<file path="config.mk">
export PLATFORM = sky130hd
export DESIGN_NAME = bin2bcd_signed_flat
export DESIGN_NICKNAME = d
export VERILOG_FILES = /design/src/rtl/bin2bcd_signed_if.sv /design/src/rtl/bin2bcd_signed.sv /design/src/flat_wrapper.sv
export SDC_FILE = /design/constraint.sdc
export NUM_CORES = 1
export LEC_CHECK = 0
export BUFFER_PORTS_ARGS = -buffer_cell sky130_fd_sc_hd__buf_2
export CAP_MARGIN = 0
export CORE_MARGIN = 2
export CORE_UTILIZATION = 40
export CTS_BUF_LIST = sky130_fd_sc_hd__clkbuf_16
export DETAILED_ROUTE_END_ITERATION = 10
export HOLD_SLACK_MARGIN = 0.08
export RECOVER_POWER = 100
export REMOVE_ABC_BUFFERS = 1
export SYNTH_ARGS = -nofsm -noshare
export SYNTH_HDL_FRONTEND = slang
export SYNTH_SLANG_ARGS = --single-unit
</file>
<file path="constraint.sdc">
create_clock -name clk -period 3.3 [get_ports clk]
set_input_delay 0.165 -clock clk [delete_from_list [all_inputs] [get_ports clk]]
set_output_delay 0.165 -clock clk [all_outputs]
set_load 0.02 [all_outputs]
</file>
<file path="src/rtl/bin2bcd_signed_if.sv">
// Handshake and data bundle between the adder-side requester and the
// signed binary-to-BCD converter feeding the 7-segment digit mux.
interface bin2bcd_signed_if #(
  parameter int IN_W = 9
) ();
  logic            start;
  logic [IN_W-1:0] din;
  logic [20:0]     result;
  logic            sign;
  logic            busy;
  logic            done;

  // Requester side: issues operands, watches the converter outputs.
  modport master (
    output start, din,
    input  result, sign, busy, done
  );

  // Converter side.
  modport slave (
    input  start, din,
    output result, sign, busy, done
  );
endinterface

</file>
<file path="src/rtl/bin2bcd_signed.sv">
// Sequential signed double-dabble converter.
// Converts the magnitude of a two's-complement operand to packed BCD at one
// bit per clock, and reports the operand sign separately (1 = non-negative).
// result/sign only change on the DONE edge or on reset, so the display scan
// never observes a partially converted value.
module bin2bcd_signed #(
  parameter int IN_W   = 9,
  parameter int DIGITS = 4
) (
  input  logic            clk,
  input  logic            rst,
  bin2bcd_signed_if.slave bus
);

  localparam int BCD_W = 4 * DIGITS;
  localparam int CW    = $clog2(IN_W + 1);

  localparam logic [1:0] IDLE  = 2'd0;
  localparam logic [1:0] SHIFT = 2'd1;
  localparam logic [1:0] DONE  = 2'd2;

  logic [1:0]             state;
  logic [IN_W-1:0]        mag;
  logic                   neg;
  logic [BCD_W-1:0]       scratch;
  logic [CW-1:0]          count;
  logic [BCD_W-1:0]       adj;
  logic [BCD_W+IN_W-1:0]  shifted;

  // Add-3 correction on every digit that is 5 or more, then the combined
  // left shift of {scratch, mag} that the SHIFT state commits each edge.
  always_comb begin
    adj = scratch;
    for (int i = 0; i < DIGITS; i++) begin
      if (scratch[4*i +: 4] >= 4'd5)
        adj[4*i +: 4] = scratch[4*i +: 4] + 4'd3;
    end
    shifted = {adj, mag} << 1;
  end

  // Control FSM plus datapath registers; done is a single-cycle pulse.
  always_ff @(posedge clk) begin
    if (rst) begin
      state      <= IDLE;
      mag        <= '0;
      neg        <= 1'b0;
      scratch    <= '0;
      count      <= '0;
      bus.result <= '0;
      bus.sign   <= 1'b1;
      bus.busy   <= 1'b0;
      bus.done   <= 1'b0;
    end else begin
      bus.done <= 1'b0;
      case (state)
        IDLE: begin
          bus.busy <= 1'b0;
          if (bus.start) begin
            // Most negative value negates to itself, which read as
            // unsigned is exactly its magnitude.
            mag      <= bus.din[IN_W-1]
                        ? (~bus.din) + {{(IN_W-1){1'b0}}, 1'b1}
                        : bus.din;
            neg      <= bus.din[IN_W-1];
            scratch  <= '0;
            count    <= '0;
            bus.busy <= 1'b1;
            state    <= SHIFT;
          end
        end
        SHIFT: begin
          scratch <= shifted[BCD_W+IN_W-1:IN_W];
          mag     <= shifted[IN_W-1:0];
          count   <= count + CW'(1);
          if (count == CW'(IN_W - 1))
            state <= DONE;
        end
        DONE: begin
          bus.result <= {{(21-BCD_W){1'b0}}, scratch};
          bus.sign   <= ~neg;
          bus.done   <= 1'b1;
          bus.busy   <= 1'b0;
          state      <= IDLE;
        end
        default: begin
          state    <= IDLE;
          bus.busy <= 1'b0;
        end
      endcase
    end
  end

endmodule

</file>
<file path="src/flat_wrapper.sv">
// flat-port wrapper written by rule: the top's interface ports become plain ports
module bin2bcd_signed_flat 
#(
  parameter int IN_W   = 9,
  parameter int DIGITS = 4
)
  (clk, rst, bus_start, bus_din, bus_result, bus_sign, bus_busy, bus_done);
  bin2bcd_signed_if #(.IN_W(IN_W)) bus_i ();
  input  logic clk;
  input  logic rst;
  input wire logic [$bits(bus_i.start)-1:0] bus_start;
  input wire logic [$bits(bus_i.din)-1:0] bus_din;
  output wire logic [$bits(bus_i.result)-1:0] bus_result;
  output wire logic [$bits(bus_i.sign)-1:0] bus_sign;
  output wire logic [$bits(bus_i.busy)-1:0] bus_busy;
  output wire logic [$bits(bus_i.done)-1:0] bus_done;
  assign bus_i.start = bus_start;
  assign bus_i.din = bus_din;
  assign bus_result = bus_i.result;
  assign bus_sign = bus_i.sign;
  assign bus_busy = bus_i.busy;
  assign bus_done = bus_i.done;
  bin2bcd_signed #(.IN_W(IN_W), .DIGITS(DIGITS)) u_core (.clk(clk), .rst(rst), .bus(bus_i));
endmodule
</file>
# After elaboration in Yosys (flattened, before gate mapping)
# Index checks and enable logic that the tools add are counted.
[classes]
addsub = 6
magnitude_cmp = 4
eq_ne = 5
n_mux = 17
n_bitwise = 2
n_reduce_logical = 5
[ops]
columns = ["cell", "n"]
rows = [
  ["$pmux W16 S2", 1],
  ["$mux W9", 2],
  ["$pmux W9 S2", 1],
  ["$ge A4 B3 Y1 const B", 4],
  ["$mux W16", 1],
  ["$mux W4", 4],
  ["$add A4 B2 Y4 const B", 3],
  ["$add A9 B1 Y9 const B", 1],
  ["$not A9 Y9", 1],
  ["$pmux W4 S2", 1],
  ["$reduce_and A2 Y1", 3],
  ["$add A4 B1 Y4 const B", 1],
  ["$eq A4 B4 Y1 const B", 1],
  ["$mux W2", 2],
  ["$pmux W2 S2", 1],
  ["$add A3 B2 Y3 const B", 1],
  ["$mux W3", 1],
  ["$eq A2 B1 Y1 const B", 1],
  ["$eq A2 B2 Y1 const B", 1],
  ["$logic_not A2 Y1", 1],
  ["$mux W1", 2],
  ["$ne A2 B1 Y1 const B", 1],
  ["$ne A2 B2 Y1 const B", 1],
  ["$pmux W1 S2", 1],
  ["2 further kinds", 2],
]
[word_totals]
ff_bits = 51
in_bits = 12
output_inout_bits = 24
word_cells = 48

# Logic depth before layout (Yosys ltp)
# Gate-level depths: netlist of the first run.
[logic_depth]
word_depth = 5
ltp_mapped = 6
ltp_nobuf = 6

# Worst setup path before layout of the first run
# Ideal clock, no wire load.
[synth_path]
path_type = "reg-to-reg"
from = "register u_core.scratch[9]"
to = "register u_core.scratch[10]"
setup_time_ns = 0.117
t_arrival_ns = 1.253
t_required_ns = 3.183
slack_ns = 1.931
stages_incl_launch_ff = 7
path_buffers = 0
period_less_slack_ns = 1.369
path_cell_list = "dfxtp_1 inv_1 ha_1 nand2b_1 a21oi_1 mux2i_1 a22o_1"
[synth_between]
elab_chain_len = 3
elab_cells_between_ends = 4
cone_classes = "add/sub (1); order compare (1); mux (2)"
[synth_rtl]
columns = ["item", "line_no", "text"]
rows = [
  ["start: declaration", "bin2bcd_signed.sv:25", "logic [BCD_W-1:0] scratch;"],
  ["start signal: assignment", "bin2bcd_signed.sv:72", "scratch <= shifted[BCD_W+IN_W-1:IN_W];"],
  ["$add A4 B2 Y4 / $ge A4 B3 Y1 (equally long branches)", "bin2bcd_signed.sv:36, bin2bcd_signed.sv:35", ""],
  ["$mux W4 (*)", "bin2bcd_signed.sv:35", "if (scratch[4*i +: 4] >= 4'd5)"],
  ["$pmux W16 S2 (*)", "bin2bcd_signed.sv:55", "case (state)"],
]
# Mark *: on every way between the ends. The rest lies on a longest branch, timed or not.
# A chain may end at the register's enable or synchronous reset.

# Worst setup path in the final report of the first run
[layout_path]
from = "register u_core.state[0]"
to = "register u_core.scratch[10]"
[layout_between]
elab_chain_len = 3
elab_cells_between_ends = 6
cone_classes = "eq/ne (2); mux (1); reduce/logical (3)"
[layout_rtl]
columns = ["item", "line_no", "text"]
rows = [
  ["start: declaration", "bin2bcd_signed.sv:22", "logic [1:0] state;"],
  ["start signal: assignment", "bin2bcd_signed.sv:44", "state <= IDLE;"],
  ["start signal: assignment", "bin2bcd_signed.sv:68", "state <= SHIFT;"],
  ["start signal: assignment", "bin2bcd_signed.sv:76", "state <= DONE;"],
  ["$eq A2 B1 Y1 / $logic_not A2 Y1 (equally long branches)", "bin2bcd_signed.sv:55", ""],
  ["$reduce_bool A2 Y1 (no source line) / $ne A2 B2 Y1 (equally long branches)", "n/a", ""],
  ["$reduce_and A2 Y1 (no source line)", "n/a", ""],
]
# Several ways; a longest one is shown, not always the timed one.

==> results of run 1 <==
[kinds of logic (layout without fill, tap and decap cells)]
group | after synthesis | after routing | synth area share [%]
adder cells (fa/ha/maj) | 11 | 11 | 5.89
buffers and inverters | 33 | 51 | 6.53
other | 1 | 5 | 0.160
AO/OA/AOI/OAI | 72 | 72 | 19.2
flip-flops | 51 | 51 | 43.7
multiplexers | 6 | 6 | 2.62
XOR/XNOR | 13 | 13 | 4.87
AND/OR/NAND/NOR | 85 | 85 | 17.1
[flip-flops by register name, summed over array words and instances, names as in the netlist]
signal             cells
u_core.count           4
u_core.state           2
u_core.scratch        16
u_core.mag             9
u_core.bus.busy        1
u_core.neg             1
u_core.bus.result     16
u_core.bus.done        1
u_core.bus.sign        1
[metal layers]
layer  up-vias  routed length [um]  track usage [%]
met4         0                  55             5.08
met3         5                 175             3.03
met5         -                   0                0
li1        967                   -                -
met2        35                2060             24.3
met1       811                2260             19.9
[final cells by class]
type                            count  area share [%]
Sequential cell                    51            39.4
Timing Repair Buffer               30            4.88
Inverter                           13            1.88
Clock inverter                      3           0.435
Clock buffer                        5            4.83
Tap cell                           72            3.48
Multi-Input combinational cell    192            45.1
[synthesized netlist by cell type, types with 6 or more instances]
library cell and number:
a21oi_1 26, a22o_1 6, a22oi_1 7, buf_2 7
dfxtp_1 51, ha_1 11, inv_1 13, nand2_1 45
nand2b_1 9, nor2_1 10, o21ai_0 16, xor2_1 8
[worst max-delay path: cells and delay by family (launching register included)]
| kind | cells | cell delay (ns) |
|---|---|---|
| simple gates | 1 | 0.59 |
| compound gates | 2 | 1.10 |
| flops | 1 | 0.36 |
[placed cells by master (no fill, tap or decap), drive strengths merged]
cell type / n
dfxtp: 51
nand2: 45
a21oi: 26
clkbuf: 24
o21ai: 17
inv: 14
ha: 11
buf: 11
nor2: 11
nand2b: 9
xor2: 8
a22oi: 7
a22o: 6
xnor2: 5
nor3: 5
nand3: 5
mux2i: 5
o22ai: 5
conb: 5
o31ai: 4
nor2b: 2
and2b: 2
o21bai: 2
clkinv: 2
nor3b: 1
a211o: 1
mux2: 1
nor4: 1
nand4: 1
nand3b: 1
or3: 1
or4: 1
o41ai: 1
a221oi: 1
a222oi: 1
a211oi: 1
[through the flow]
| step | cells | hold slack, ns |
|---|---|---|
| final | 366 | 0.174 |
| after global routing | 366 | 0.214 |
| after CTS | 366 | 0.178 |
| after detailed placement | 358 | 0.437 |
| after global placement | 358 | 0.433 |
| after floorplan | 256 | 0.234 |
[final timing paths]
check / startpoint / end / slack [ns] / depth (start not counted)
max: u_core.state[0] / u_core.scratch[10] / 1.19 / 3
min: bus_din[0] / u_core.mag[0] / 0.17 / 3
max reg2reg: u_core.state[0] / u_core.scratch[10] / 1.19 / 3
min reg2reg: u_core.bus.busy / u_core.bus.busy / 0.44 / 2
[where the power goes]
part	internal, mW	switching [mW]	total [mW]
Sequential	0.630	0.00959	0.640
Combinational	0.0297	0.0631	0.0928
Clock	0.273	0.207	0.480
Total	0.933	0.279	1.21
==> results_dict.tcl, run 1 <==
set metrics [dict create \
    drcViolationCount 0 \
    cts_inserted_buffers 5 \
    ys_seq_elements 51 \
    placed_area_um2 2490 \
    relSlewSlack_pct 28.4 \
    drive_gt1_share_pct 6.80 \
    grt-ovfl-total 0 \
    wl_um 4550 \
    io-pin-count 36 \
    hold_viol 0 \
    cap_viol_max_count 0 \
    synth_area_um2 2340 \
    post_cts_buffers 0 \
    total_power_mw 1.21 \
    final_util_pct 46.5 \
    critPathRequiredTime_ns 3.52 \
    syn_inst 272 \
    yosys_warnings 0 \
    fp.dieW_um 80.5 \
    numPortBuffers 30 \
    clockBufferDepth 2 \
    final.setup.worst_slack_ns 1.19 \
    htreeDepth 2 \
    p_per_area_nw_per_um2 468 \
    initial_core_util_pct 42.0 \
    finalSetupViolCount 0 \
    clkLatencyLatePin_ns 0.28 \
    cp-start-kind "flop" \
    antenna_found_initial 0 \
    critPathArrivalTime_ns 2.34 \
    dieArea_um2 6470 \
    cts_root_buf "clkbuf_16" \
    crit_type "flop to flop" \
    finalMaxSlewViolations 0 \
    synth_area_leaders "dfxtp_1 44%, nand2_1 7.2%, ha_1 5.9%" \
    tritoncts "yes" \
    grt_pass1_vias 1624 \
    synth_ff_type "dfxtp_1" \
    avgSynthCellArea_um2 8.60 \
    tightest_slew_ns 1.07 \
    grt_max_degree 39 \
    fin_crit_ns 2.11 \
    p_leak_nw 0.965 \
    status "complete, no violations" \
    grt_first_pass_wirelength_um 7550 \
    cp_slowest_stage_delay_ns 0.86 \
    finalSetupTns_ns 0 \
    die_h_um 80.5 \
    path_clk_slew_ns 0.06 \
    place_hpwl_um 3100 \
    pre_cts_ws_ns 1.63 \
    place.gp.congestion 0.772 \
    core-area_um2 5570 \
    avgViaCountPerCell 4.97 \
    multi_input_area_um2 1170 \
    critPathCaptureType "flop" \
    finalInstanceArea_um2 2590 \
    fin_crit_sh_pct 64.0 \
    grt_usage_pct 15.0 \
    firstDrtPassIters 4 \
    ctsHoldBuffers 0 \
    finalClockSkew_ns 0.00321 \
    cts_resized 0 \
    fin_nets 316 \
    diodes 0 \
    drt_iter0_markers 68 \
    rsz0062_at_grt "false" \
    fmax_mhz 474 \
    synthArstFlopShare_pct 0 \
    yosysTopAreaCell "dfxtp_1" \
    cp_max_fo 16 \
    crit_chain "o21bai_1 > and2b_1 > a22o_1" \
    clock-sinks 51 \
    cp_slowest_cell "o21bai_1" \
    area_growth_pct 10.8 \
    fillers 603 \
    synth_edf_count 0 \
    synth-seq-area-share_pct 43.7 \
    vias 1818 \
    synth_top_area_share_pct 43.7 \
    max-vdd-ir-drop_mv 0.301 \
    drt-wirelength-per-cell_um 12.4 \
    yosysUniqueCellTypes 42 \
    register_area_um2 1020 \
    ant_nets 0 \
    hp-class "primary input to flop" \
    num_rows 27 \
]
No activity file was read; power rests on OpenSTA's default activity.
==> run 2, diff against run 1 <==
clock period = 1.99 ns   (was 3.3 ns; I/O delays follow)
==> run 2 against run 1 <==
Net effect:
- cell count rose by 1.4%
- global-route usage rose by 0.98 points
- sequential share of layout area fell by 1.1 points
- combinational power rose by 77%
- worst hold slack got worse by 0.067 ns
- clock-buffer cell count did not move
- maximum frequency rose by 35%
- core utilization rose by 1.3 points
- via count rose by 3.7%
- largest power group unchanged
==> results_dict.tcl, run 2 (synthesis results as in run 1) <==
set metrics [dict create \
    status "complete, no violations" \
    holdWs_ns 0.108 \
    numPortBuffers 30 \
    drt_iter0_markers 75 \
    fin_crit_sh_pct 78.7 \
    path_clk_slew_ns 0.06 \
    tritoncts "yes" \
    fin_crit_ns 1.57 \
    tightest_slew_ns 0.708 \
    initial_core_util_pct 42.0 \
    seqPwrFrac_pct 49.1 \
    critPathCaptureType "flop" \
    place_hpwl_um 3360 \
    internal_power_mw 1.68 \
    finalMaxSlewViolations 0 \
    final_util_pct 47.8 \
    rsz0062_at_grt "false" \
    post_cts_buffers 0 \
    p_per_area_nw_per_um2 812 \
    wl_um 4730 \
    relSlewSlack_pct 52.6 \
    p_clk_share_pct 43.3 \
    max-vdd-ir-drop_mv 0.331 \
    p_sw_share_pct 22.1 \
    cp_max_fo 8 \
    critPathRequiredTime_ns 2.22 \
    fmax_mhz 638 \
    io-pin-count 36 \
    grt-ovfl-total 0 \
    p_leak_nw 1.01 \
    crit_type "flop to flop" \
    ctsHoldBuffers 0 \
    grt_usage_pct 16.0 \
    core-area_um2 5570 \
    reg_top3 "u_core.bus.result (16), u_core.scratch (16), u_core.mag (9)" \
    finalSetupViolCount 0 \
    cts_root_buf "clkbuf_16" \
    dieArea_um2 6470 \
    antenna_found_initial 0 \
    grt_pass1_vias 1788 \
    fp.dieW_um 80.5 \
    finalSetupTns_ns 0 \
    area_growth_pct 13.9 \
    clock-sinks 51 \
    num_rows 27 \
    layout_common_cells "51 x dfxtp_1, 45 x nand2_1, 26 x a21oi_1, 19 x clkbuf_1, 16 x o21ai_0" \
    cap_viol_max_count 0 \
    fillers 593 \
    clkLatencyLatePin_ns 0.29 \
    finalClockSkew_ns 0.00491 \
    diodes 0 \
    clockBufferDepth 2 \
    place.gp.congestion 0.809 \
    firstDrtPassIters 4 \
    hp-class "primary input to flop" \
    grt_max_degree 22 \
    drive_gt1_share_pct 9.36 \
    htreeDepth 2 \
    die_h_um 80.5 \
    avgViaCountPerCell 5.08 \
    cts_inserted_buffers 5 \
    cts_resized 0 \
    ant_nets 0 \
    grt_first_pass_wirelength_um 8050 \
    drcViolationCount 0 \
    hold_viol 0 \
    power_switching_mw 0.479 \
    power_frac_comb_pct 7.6 \
    cp-start-kind "flop" \
    layout_commonest_cell "dfxtp_1" \
    critPathArrivalTime_ns 1.80 \
    fin_nets 322 \
    vias 1886 \
    drt-wirelength-per-cell_um 12.8 \
]
[run 2: area by class of cell]
class	count	area [um^2]	area share, %
multi-input combinational	192	1170	44.1
sequential	51	1020	38.3
timing repair buffer	36	171	6.43
clock buffer	5	125	4.70
tap	72	90.1	3.38
inverter	13	48.8	1.83
clock inverter	2	33.8	1.27
[run 2: path summary, 6_finish.rpt]
kind	start	endpoint	slack (ns)	depth (start not counted)
max reg2reg	u_core.state[0]	u_core.scratch[10]	0.42	3
min	bus_din[0]	u_core.mag[0]	0.11	3
max	u_core.state[0]	u_core.scratch[10]	0.42	3
min reg2reg	u_core.bus.busy	u_core.bus.busy	0.44	2
[run 2: metrics by stage]
step	setup slack (ns)	cell area (um^2)	power, mW	cells
global placement	0.574	2530	1.25	364
finish	0.423	2660	2.16	371
floorplan	0.621	2250	1.18	256
detailed placement	0.495	2530	1.25	364
global route	0.278	2660	2.25	371
CTS	0.487	2690	2.19	371
[run 2: power by group through the flow]
stage | Sequential (mW) | Combinational (mW) | Clock (mW)
global route | 1.06 | 0.186 | 1.00
global placement | 1.08 | 0.165 | 0
finish | 1.06 | 0.164 | 0.938
floorplan | 1.08 | 0.0975 | 0
detailed placement | 1.08 | 0.167 | 0
CTS | 1.06 | 0.168 | 0.956
[run 2: worst max-delay path: stages (launching register included)]
cell and delay [ns]:
dfxtp_1 0.44, nand2b_1 0.24, nor2_1 0.61, a22o_1 0.22
[run 2: layer usage]
layer | vias to the layer above | track usage (%) | share of wire, %
li1 | 975 | - | -
met5 | - | 0 | 0
met4 | 0 | 6.95 | 1.7
met1 | 872 | 18.9 | 47
met3 | 8 | 3.82 | 3.8
met2 | 31 | 27.4 | 47
